**src/rtl/jtag_tap_responder_pkg.sv**
```systemverilog
// Shared types and defaults for the simulated JTAG TAP responder.
// Holds the 1149.1 state encoding, DR select enum and capture pattern.
package jtag_tap_pkg;

    // Standard IEEE 1149.1 TAP controller state encoding.
    typedef enum logic [3:0] {
        EXIT2_DR   = 4'h0,
        EXIT1_DR   = 4'h1,
        SHIFT_DR   = 4'h2,
        PAUSE_DR   = 4'h3,
        SELECT_IR  = 4'h4,
        UPDATE_DR  = 4'h5,
        CAPTURE_DR = 4'h6,
        SELECT_DR  = 4'h7,
        EXIT2_IR   = 4'h8,
        EXIT1_IR   = 4'h9,
        SHIFT_IR   = 4'hA,
        PAUSE_IR   = 4'hB,
        RUN_IDLE   = 4'hC,
        UPDATE_IR  = 4'hD,
        CAPTURE_IR = 4'hE,
        TEST_RESET = 4'hF
    } tap_state_t;

    // Which data register sits between TDI and TDO.
    typedef enum logic [1:0] {
        DR_BYPASS,
        DR_IDCODE,
        DR_USER
    } dr_sel_t;

    localparam logic [31:0] DEFAULT_IDCODE_VALUE = 32'h149511C3;
    localparam logic [3:0]  DEFAULT_IDCODE_INSTR = 4'b0001;
    localparam logic [3:0]  DEFAULT_USER_INSTR   = 4'b1000;

    // Capture-IR pattern: zeros above a mandatory 2'b01 in the low bits.
    function automatic logic [31:0] capture_ir_pattern();
        return 32'b01;
    endfunction

endpackage

```
**src/rtl/jtag_tap_responder_if.sv**
```systemverilog
// JTAG pin bundle between the bridge (master) and the TAP (slave).
// Members: TMS, TCK, TRST (active low), TDI toward TAP; TDO back.
interface jtag_tap_responder_if;

    logic jtag_tms_i;
    logic jtag_tck_i;
    logic jtag_trst_i;
    logic jtag_tdi_i;
    logic jtag_tdo_o;

    modport master (
        output jtag_tms_i,
        output jtag_tck_i,
        output jtag_trst_i,
        output jtag_tdi_i,
        input  jtag_tdo_o
    );

    modport slave (
        input  jtag_tms_i,
        input  jtag_tck_i,
        input  jtag_trst_i,
        input  jtag_tdi_i,
        output jtag_tdo_o
    );

endinterface

```
**src/rtl/jtag_tap_input_sync.sv**
```systemverilog
// Two-flop synchronisers for the JTAG pins plus TCK edge detection.
// In: clk_i, rst_i, raw pins. Out: synced TMS/TDI/TRST_n, tck_rise/fall pulses.
module jtag_tap_input_sync (
    input  logic clk_i,
    input  logic rst_i,
    input  logic tms_i,
    input  logic tck_i,
    input  logic trst_n_i,
    input  logic tdi_i,
    output logic tms_o,
    output logic trst_n_o,
    output logic tdi_o,
    output logic tck_rise_o,
    output logic tck_fall_o
);

    logic [1:0] tms_q;
    logic [1:0] tck_q;
    logic [1:0] trst_q;
    logic [1:0] tdi_q;
    logic       tck_prev_q;

    always_ff @(posedge clk_i) begin
        if (rst_i) begin
            tms_q      <= 2'b00;
            tck_q      <= 2'b00;
            // TRST idles deasserted so reset does not look like a TRST pulse.
            trst_q     <= 2'b11;
            tdi_q      <= 2'b00;
            tck_prev_q <= 1'b0;
        end else begin
            tms_q      <= {tms_q[0], tms_i};
            tck_q      <= {tck_q[0], tck_i};
            trst_q     <= {trst_q[0], trst_n_i};
            tdi_q      <= {tdi_q[0], tdi_i};
            tck_prev_q <= tck_q[1];
        end
    end

    assign tms_o      = tms_q[1];
    assign trst_n_o   = trst_q[1];
    assign tdi_o      = tdi_q[1];
    assign tck_rise_o = tck_q[1] & ~tck_prev_q;
    assign tck_fall_o = ~tck_q[1] & tck_prev_q;

endmodule

```
**src/rtl/jtag_tap_responder.sv**
```systemverilog
// Simulated 1149.1 TAP with IDCODE, BYPASS and one user DR, clocked by system_clk.
// Ports: system_clk/rst, JTAG pin interface, user capture/update data, state and IR.
module jtag_tap_responder
    import jtag_tap_pkg::*;
#(
    parameter int unsigned           IR_WIDTH      = 4,
    parameter logic [31:0]           IDCODE_VALUE  = DEFAULT_IDCODE_VALUE,
    parameter logic [IR_WIDTH-1:0]   IDCODE_INSTR  = IR_WIDTH'(DEFAULT_IDCODE_INSTR),
    parameter logic [IR_WIDTH-1:0]   USER_INSTR    = IR_WIDTH'(DEFAULT_USER_INSTR),
    parameter int unsigned           USER_DR_WIDTH = 32
) (
    input  logic                     system_clk,
    input  logic                     system_rst,
    jtag_tap_responder_if.slave      jtag,
    input  logic [USER_DR_WIDTH-1:0] user_dr_capture_data_i,
    output logic [USER_DR_WIDTH-1:0] user_dr_update_data_o,
    output logic                     user_dr_update_strobe_o,
    output logic [3:0]               tap_state_o,
    output logic [IR_WIDTH-1:0]      ir_o
);

    localparam logic [IR_WIDTH-1:0] IR_CAPTURE = IR_WIDTH'(capture_ir_pattern());

    logic tms_s;
    logic tdi_s;
    logic trst_n_s;
    logic tck_rise;
    logic tck_fall;

    jtag_tap_input_sync u_sync (
        .clk_i      (system_clk),
        .rst_i      (system_rst),
        .tms_i      (jtag.jtag_tms_i),
        .tck_i      (jtag.jtag_tck_i),
        .trst_n_i   (jtag.jtag_trst_i),
        .tdi_i      (jtag.jtag_tdi_i),
        .tms_o      (tms_s),
        .trst_n_o   (trst_n_s),
        .tdi_o      (tdi_s),
        .tck_rise_o (tck_rise),
        .tck_fall_o (tck_fall)
    );

    tap_state_t               state_q, state_d, tap_next;
    logic [IR_WIDTH-1:0]      ir_q, ir_d;
    logic [IR_WIDTH-1:0]      ir_sr_q, ir_sr_d;
    logic [31:0]              id_sr_q, id_sr_d;
    logic                     byp_q, byp_d;
    logic [USER_DR_WIDTH-1:0] usr_sr_q, usr_sr_d;
    logic [USER_DR_WIDTH-1:0] upd_q, upd_d;
    logic                     stb_q, stb_d;
    logic                     tdo_q, tdo_d;
    dr_sel_t                  dr_sel;
    logic                     dr_tdo;

    // 1149.1 transition table driven by the synchronised TMS.
    always_comb begin
        tap_next = state_q;
        unique case (state_q)
            TEST_RESET: tap_next = tms_s ? TEST_RESET : RUN_IDLE;
            RUN_IDLE:   tap_next = tms_s ? SELECT_DR  : RUN_IDLE;
            SELECT_DR:  tap_next = tms_s ? SELECT_IR  : CAPTURE_DR;
            CAPTURE_DR: tap_next = tms_s ? EXIT1_DR   : SHIFT_DR;
            SHIFT_DR:   tap_next = tms_s ? EXIT1_DR   : SHIFT_DR;
            EXIT1_DR:   tap_next = tms_s ? UPDATE_DR  : PAUSE_DR;
            PAUSE_DR:   tap_next = tms_s ? EXIT2_DR   : PAUSE_DR;
            EXIT2_DR:   tap_next = tms_s ? UPDATE_DR  : SHIFT_DR;
            UPDATE_DR:  tap_next = tms_s ? SELECT_DR  : RUN_IDLE;
            SELECT_IR:  tap_next = tms_s ? TEST_RESET : CAPTURE_IR;
            CAPTURE_IR: tap_next = tms_s ? EXIT1_IR   : SHIFT_IR;
            SHIFT_IR:   tap_next = tms_s ? EXIT1_IR   : SHIFT_IR;
            EXIT1_IR:   tap_next = tms_s ? UPDATE_IR  : PAUSE_IR;
            PAUSE_IR:   tap_next = tms_s ? EXIT2_IR   : PAUSE_IR;
            EXIT2_IR:   tap_next = tms_s ? UPDATE_IR  : SHIFT_IR;
            UPDATE_IR:  tap_next = tms_s ? SELECT_DR  : RUN_IDLE;
        endcase
    end

    // TRST wins over a coincident TCK rise.
    always_comb begin
        state_d = state_q;
        if (!trst_n_s) begin
            state_d = TEST_RESET;
        end else if (tck_rise) begin
            state_d = tap_next;
        end
    end

    // Unrecognised opcodes, including all-ones, fall back to BYPASS.
    always_comb begin
        dr_sel = DR_BYPASS;
        if (ir_q == IDCODE_INSTR) begin
            dr_sel = DR_IDCODE;
        end else if (ir_q == USER_INSTR) begin
            dr_sel = DR_USER;
        end
    end

    always_comb begin
        unique case (dr_sel)
            DR_IDCODE: dr_tdo = id_sr_q[0];
            DR_USER:   dr_tdo = usr_sr_q[0];
            default:   dr_tdo = byp_q;
        endcase
    end

    // Capture/shift act on TCK rise in the current state; update and TDO on fall.
    always_comb begin
        ir_sr_d  = ir_sr_q;
        id_sr_d  = id_sr_q;
        byp_d    = byp_q;
        usr_sr_d = usr_sr_q;
        ir_d     = ir_q;
        upd_d    = upd_q;
        stb_d    = 1'b0;
        tdo_d    = tdo_q;
        if (!trst_n_s) begin
            ir_sr_d  = '0;
            id_sr_d  = '0;
            byp_d    = 1'b0;
            usr_sr_d = '0;
            ir_d     = IDCODE_INSTR;
        end else begin
            if (tck_rise) begin
                unique case (state_q)
                    CAPTURE_IR: ir_sr_d = IR_CAPTURE;
                    SHIFT_IR:   ir_sr_d = {tdi_s, ir_sr_q[IR_WIDTH-1:1]};
                    CAPTURE_DR: begin
                        unique case (dr_sel)
                            DR_IDCODE: id_sr_d  = IDCODE_VALUE;
                            DR_USER:   usr_sr_d = user_dr_capture_data_i;
                            default:   byp_d    = 1'b0;
                        endcase
                    end
                    SHIFT_DR: begin
                        unique case (dr_sel)
                            DR_IDCODE: id_sr_d = {tdi_s, id_sr_q[31:1]};
                            // Shift form works for a single-bit user DR too.
                            DR_USER: usr_sr_d = (usr_sr_q >> 1)
                                | (USER_DR_WIDTH'(tdi_s) << (USER_DR_WIDTH - 1));
                            default: byp_d = tdi_s;
                        endcase
                    end
                    default: ;
                endcase
            end
            if (tck_fall) begin
                tdo_d = 1'b0;
                if (state_q == SHIFT_IR) begin
                    tdo_d = ir_sr_q[0];
                end else if (state_q == SHIFT_DR) begin
                    tdo_d = dr_tdo;
                end
                if (state_q == UPDATE_IR) begin
                    ir_d = ir_sr_q;
                end
                if (state_q == UPDATE_DR && dr_sel == DR_USER) begin
                    upd_d = usr_sr_q;
                    stb_d = 1'b1;
                end
            end
            if (state_q == TEST_RESET) begin
                ir_d = IDCODE_INSTR;
            end
        end
    end

    always_ff @(posedge system_clk) begin
        if (system_rst) begin
            state_q  <= TEST_RESET;
            ir_q     <= IDCODE_INSTR;
            ir_sr_q  <= '0;
            id_sr_q  <= '0;
            byp_q    <= 1'b0;
            usr_sr_q <= '0;
            upd_q    <= '0;
            stb_q    <= 1'b0;
            tdo_q    <= 1'b0;
        end else begin
            state_q  <= state_d;
            ir_q     <= ir_d;
            ir_sr_q  <= ir_sr_d;
            id_sr_q  <= id_sr_d;
            byp_q    <= byp_d;
            usr_sr_q <= usr_sr_d;
            upd_q    <= upd_d;
            stb_q    <= stb_d;
            tdo_q    <= tdo_d;
        end
    end

    assign jtag.jtag_tdo_o             = tdo_q;
    assign user_dr_update_data_o       = upd_q;
    assign user_dr_update_strobe_o     = stb_q;
    assign tap_state_o                 = state_q;
    assign ir_o                        = ir_q;

endmodule

```
**src/flat_wrapper.sv**
```systemverilog
// flat-port wrapper written by rule: the top's interface ports become plain ports
module jtag_tap_responder_flat import jtag_tap_pkg::*;
#(
    parameter int unsigned           IR_WIDTH      = 4,
    parameter logic [31:0]           IDCODE_VALUE  = DEFAULT_IDCODE_VALUE,
    parameter logic [IR_WIDTH-1:0]   IDCODE_INSTR  = IR_WIDTH'(DEFAULT_IDCODE_INSTR),
    parameter logic [IR_WIDTH-1:0]   USER_INSTR    = IR_WIDTH'(DEFAULT_USER_INSTR),
    parameter int unsigned           USER_DR_WIDTH = 32
)
  (system_clk, system_rst, user_dr_capture_data_i, user_dr_update_data_o, user_dr_update_strobe_o, tap_state_o, ir_o, jtag_jtag_tms_i, jtag_jtag_tck_i, jtag_jtag_trst_i, jtag_jtag_tdi_i, jtag_jtag_tdo_o);
  jtag_tap_responder_if jtag_i ();
  input  logic system_clk;
  input  logic system_rst;
  input  logic [USER_DR_WIDTH-1:0] user_dr_capture_data_i;
  output logic [USER_DR_WIDTH-1:0] user_dr_update_data_o;
  output logic user_dr_update_strobe_o;
  output logic [3:0] tap_state_o;
  output logic [IR_WIDTH-1:0] ir_o;
  input wire logic [$bits(jtag_i.jtag_tms_i)-1:0] jtag_jtag_tms_i;
  input wire logic [$bits(jtag_i.jtag_tck_i)-1:0] jtag_jtag_tck_i;
  input wire logic [$bits(jtag_i.jtag_trst_i)-1:0] jtag_jtag_trst_i;
  input wire logic [$bits(jtag_i.jtag_tdi_i)-1:0] jtag_jtag_tdi_i;
  output wire logic [$bits(jtag_i.jtag_tdo_o)-1:0] jtag_jtag_tdo_o;
  assign jtag_i.jtag_tms_i = jtag_jtag_tms_i;
  assign jtag_i.jtag_tck_i = jtag_jtag_tck_i;
  assign jtag_i.jtag_trst_i = jtag_jtag_trst_i;
  assign jtag_i.jtag_tdi_i = jtag_jtag_tdi_i;
  assign jtag_jtag_tdo_o = jtag_i.jtag_tdo_o;
  jtag_tap_responder #(.IR_WIDTH(IR_WIDTH), .IDCODE_VALUE(IDCODE_VALUE), .IDCODE_INSTR(IDCODE_INSTR), .USER_INSTR(USER_INSTR), .USER_DR_WIDTH(USER_DR_WIDTH)) u_core (.system_clk(system_clk), .system_rst(system_rst), .jtag(jtag_i), .user_dr_capture_data_i(user_dr_capture_data_i), .user_dr_update_data_o(user_dr_update_data_o), .user_dr_update_strobe_o(user_dr_update_strobe_o), .tap_state_o(tap_state_o), .ir_o(ir_o));
endmodule
```
**config.mk**
```make
export PLATFORM = sky130hd
export DESIGN_NAME = jtag_tap_responder_flat
export DESIGN_NICKNAME = d
export VERILOG_FILES = /design/src/rtl/jtag_tap_responder_pkg.sv /design/src/rtl/jtag_tap_responder_if.sv /design/src/rtl/jtag_tap_input_sync.sv /design/src/rtl/jtag_tap_responder.sv /design/src/flat_wrapper.sv
export SDC_FILE = /design/constraint.sdc
export NUM_CORES = 1
export LEC_CHECK = 0
export ABC_AREA = 1
export CORE_ASPECT_RATIO = 1.25
export CORE_MARGIN = 1.5
export CORE_UTILIZATION = 48
export DETAILED_ROUTE_END_ITERATION = 16
export MAX_ROUTING_LAYER = met4
export PLACE_DENSITY = 0.86
export SLEW_MARGIN = 5
export SYNTH_ARGS = -nofsm -noshare
export SYNTH_HDL_FRONTEND = slang
export SYNTH_SLANG_ARGS = --single-unit
```
**constraint.sdc**
```tcl
create_clock -name system_clk -period 1.5 [get_ports system_clk]
set_clock_uncertainty 0.15 [all_clocks]
set_input_delay 0.225 -clock system_clk [delete_from_list [all_inputs] [get_ports system_clk]]
set_output_delay 0.225 -clock system_clk [all_outputs]
set_load 0.03 [all_outputs]
```
==> results.yml <==
global_routing:
  grtUsageTotal: 0.377
  gr-max-usage-layer: "met2"
  grt_pass1_wl_um: 30000
  grtUsageMet1: 0.371
  grt_pass1_vias: 5895
  use_met2: 0.642
  antenna_found_initial: 3
  grt_max_degree: 34
  overflow: 0
  grt_util_met3: 0.111
layout:
  stdcell_count: 992
  syn2layout_area_growth_pct: 74.9
  layout.nets: 888
  drive_gt1_frac: 0.467
power_and_ir_drop:
  internal_power_mw: 6.12
  sw_frac_of_total: 0.235
  p_switching_mw: 1.88
  power_frac_seq: 0.401
  power_density_mw_per_mm2: 939
  share_comb_of_total_power: 0.065
  peakVddDrop_mv: 1.14
  clkPwrFrac: 0.534
  leakagePower_nw: 3.43
drt:
  totalWireLength_um: 27300
  routedWlPerCell_um: 27.5
  ant_nets: 0
  drt_iter0_markers: 1076
  vias: 6588
  drc_errors: 0
  viasPerCell: 6.64
  first_pass_iters: 10
timing:
  finalMaxSlewViolations: 0
  rsz0062_at_grt: "yes"
  layout_min_cycle_time_ns: 2.08
  fmax_mhz: 482
  period_share: 1.38
  finalHoldViolCount: 0
  setup_viol: 113
  holdWs_ns: 0.161
  max_slew_margin: 0.669
  setup_ws_ns: -0.576
  worstMarginPinSlew_ns: 0.492
clock_tree:
  cts_hold_buffers: 0
  clock_sinks: 120
  cts_tree: "built"
  htree_levels: 4
  clock_path_buffers: 2
  root_buffer: "clkbuf_16"
  cts_buffers: 17
  clk_pin_slew_ns: 0.07
  clock_latency_ns: 0.45
setup_path:
  cp_max_fo: 6
  crit_chain: "inv_4 -> nor2_4 -> nand2_2 -> nor2_4 -> buf_6 -> buf_12 -> inv_12 -> nand2_1 -> nand2_2 -> nor2_1 -> nor2_1"
  startpoint_type: "register"
  r2r_slack_ns: -0.58
  critPathKind: "reg2reg"
  cpMaxStageDelayCell: "dfxtp_4"
  end_kind: "register"
  worst_path_largest_cell_delay_ns: 0.37
  worstPathArrival_ns: 2.26
  cp.required_ns: 1.68
synthesis:
  syn-num-nets: 722
  syn_area_mm2: 0.00487
  synth_top_area_cell: "dfxtp_1"
  synth_common_cells: "nor2_1 (182), nand2_1 (161), dfxtp_1 (120)"
  synth-edff-count: 0
  synth_top_area_share: 0.493
  synth_cell_types: 25
  synth_area_per_cell_um2: 7.12
  synthTopCellsByArea: "dfxtp_1 (49%), nor2_1 (14%), nand2_1 (12%)"
  yosysWarnings: 0
  synth-main-ff-cell: "dfxtp_1"
  netlist_instances: 684
  yosysSeqAreaShare: 0.493
  synth_seq_cells: 120
  yosys.cell_count.top_type: "nor2_1"
  async_flop_share: 0
die:
  fp.dieH_um: 116
  boundaryPins: 80
  core_mm2: 0.00976
  placementRows: 40
  die_w_um: 93.1
  initial_core_util: 0.499
  die-area_mm2: 0.0108
placement:
  dp_cells: 902
  portBuffers: 79
  globalplace.congestion: 0.841
  place_ws_ns: -0.253
  dp_hpwl_um: 8370
outcome:
  violations: "setup timing"
  outcome: "complete, but fails checks"
hold_path:
  hold_class: "in2reg"
job:
  maxCapViolCount: 0
## per-stage QoR
| step | util | setup TNS (ns) | area [um^2] | power, mW |
|---|---|---|---|---|
| 2_1_floorplan | - | -0.579 | 4930 | 3.42 |
| 3_3_place_gp | 0.633 | -13.98 | 6170 | 3.61 |
| 3_5_place_dp | 0.633 | -16.97 | 6170 | 3.61 |
| 4_1_cts | 0.780 | -9.79 | 7610 | 7.70 |
| 5_1_grt | 0.873 | -37.78 | 8520 | 8.12 |
| 6_report | 0.873 | -33.51 | 8520 | 8.00 |
## power groups by stage
stage	clock network (mW)	registers [mW]	logic [mW]
after detailed placement	0	3.28	0.337
after CTS	4.11	3.21	0.383
after global placement	0	3.28	0.330
after floorplan	0	3.29	0.135
after global routing	4.38	3.21	0.533
final	4.28	3.21	0.517
## layout by cell type, fill, tap and decap left out, types with 4 or more instances in the layout
master	count
buf_8	4
nand2_2	38
clkbuf_1	5
clkdlybuf4s15_2	20
nor2_1	126
nor2_2	35
clkbuf_2	7
dfxtp_4	4
o21ai_4	10
inv_2	6
o21ai_2	43
a21oi_2	7
buf_4	49
nand3_1	6
clkdlybuf4s50_1	37
nand2_1	91
buf_16	4
nor2_4	25
dfxtp_1	110
buf_2	11
nand2_4	31
inv_1	21
o21ai_1	26
o21ai_0	22
nor3_2	8
buf_6	22
clkbuf_16	24
nor3_4	5
a21oi_1	5
dfxtp_2	6
buf_12	16
## layout make-up
cell class,count,area [um^2]
repair buffers,178,1980
diodes,3,7.51
well taps,126,158
multi-input cells,495,3110
clock buffers,24,472
repair inverters,7,104
inverters,31,146
fillers,382,1240
flip-flops and latches,120,2420
clock inverters,8,120
## final timing paths
check	startpoint	end	cells past startpoint
min reg2reg	u_core.u_sync.tms_q[0]$_SDFF_PP0_	u_core.u_sync.tms_q[1]$_SDFF_PP0_	2
min	jtag_jtag_tms_i	u_core.u_sync.tms_q[0]$_SDFF_PP0_	3
max reg2reg	u_core.tap_state_o[1]$_SDFFE_PP1P_	u_core.usr_sr_q[1]$_SDFFE_PP0P_	11
max	u_core.tap_state_o[1]$_SDFFE_PP1P_	u_core.usr_sr_q[1]$_SDFFE_PP0P_	11
## metal layers
metal / wire length [um] / share of wire
met2: 11900 / 0.43
met3: 3580 / 0.13
met4: 3570 / 0.13
met1: 8260 / 0.30
met5: 0 / 0
## worst max-delay path, delay by kind of cell, from the launching register on
family	cells	cell delay [ns]
buf+inv	4	0.44
simple gates	7	0.98
flops	1	0.37
## flip-flops by register name, summed over array words and instances, names as in the netlist
| name | flops |
|---|---|
| u_core.byp_q | 1 |
| u_core.jtag.jtag_tdo_o | 1 |
| u_core.u_sync.trst_q | 2 |
| u_core.u_sync.tdi_q | 2 |
| u_core.u_sync.tck_prev_q | 1 |
| u_core.usr_sr_q | 32 |
| u_core.id_sr_q | 32 |
| u_core.ir_sr_q | 4 |
| u_core.tap_state_o | 4 |
| u_core.user_dr_update_data_o | 32 |
| u_core.user_dr_update_strobe_o | 1 |
| u_core.u_sync.tms_q | 2 |
| u_core.ir_o | 4 |
| u_core.u_sync.tck_q | 2 |
## what timing repair did
action,4_1_cts,5_1_grt
resized for setup,285,258
buffers inserted,18,21
gates cloned,16,8
endpoints found under the setup margin,141,115
pin swaps,49,92
## kinds of logic (layout without fill, tap and decap cells)
| family | Yosys count | count (layout) | synth area share |
|---|---|---|---|
| buf+inv | 69 | 248 | 0.0642 |
| compound gates | 118 | 118 | 0.124 |
| simple gates | 377 | 377 | 0.319 |
| other cells | 0 | 3 | 0 |
| flops | 120 | 120 | 0.493 |
Note: power is estimated with default switching activity, not from simulation.
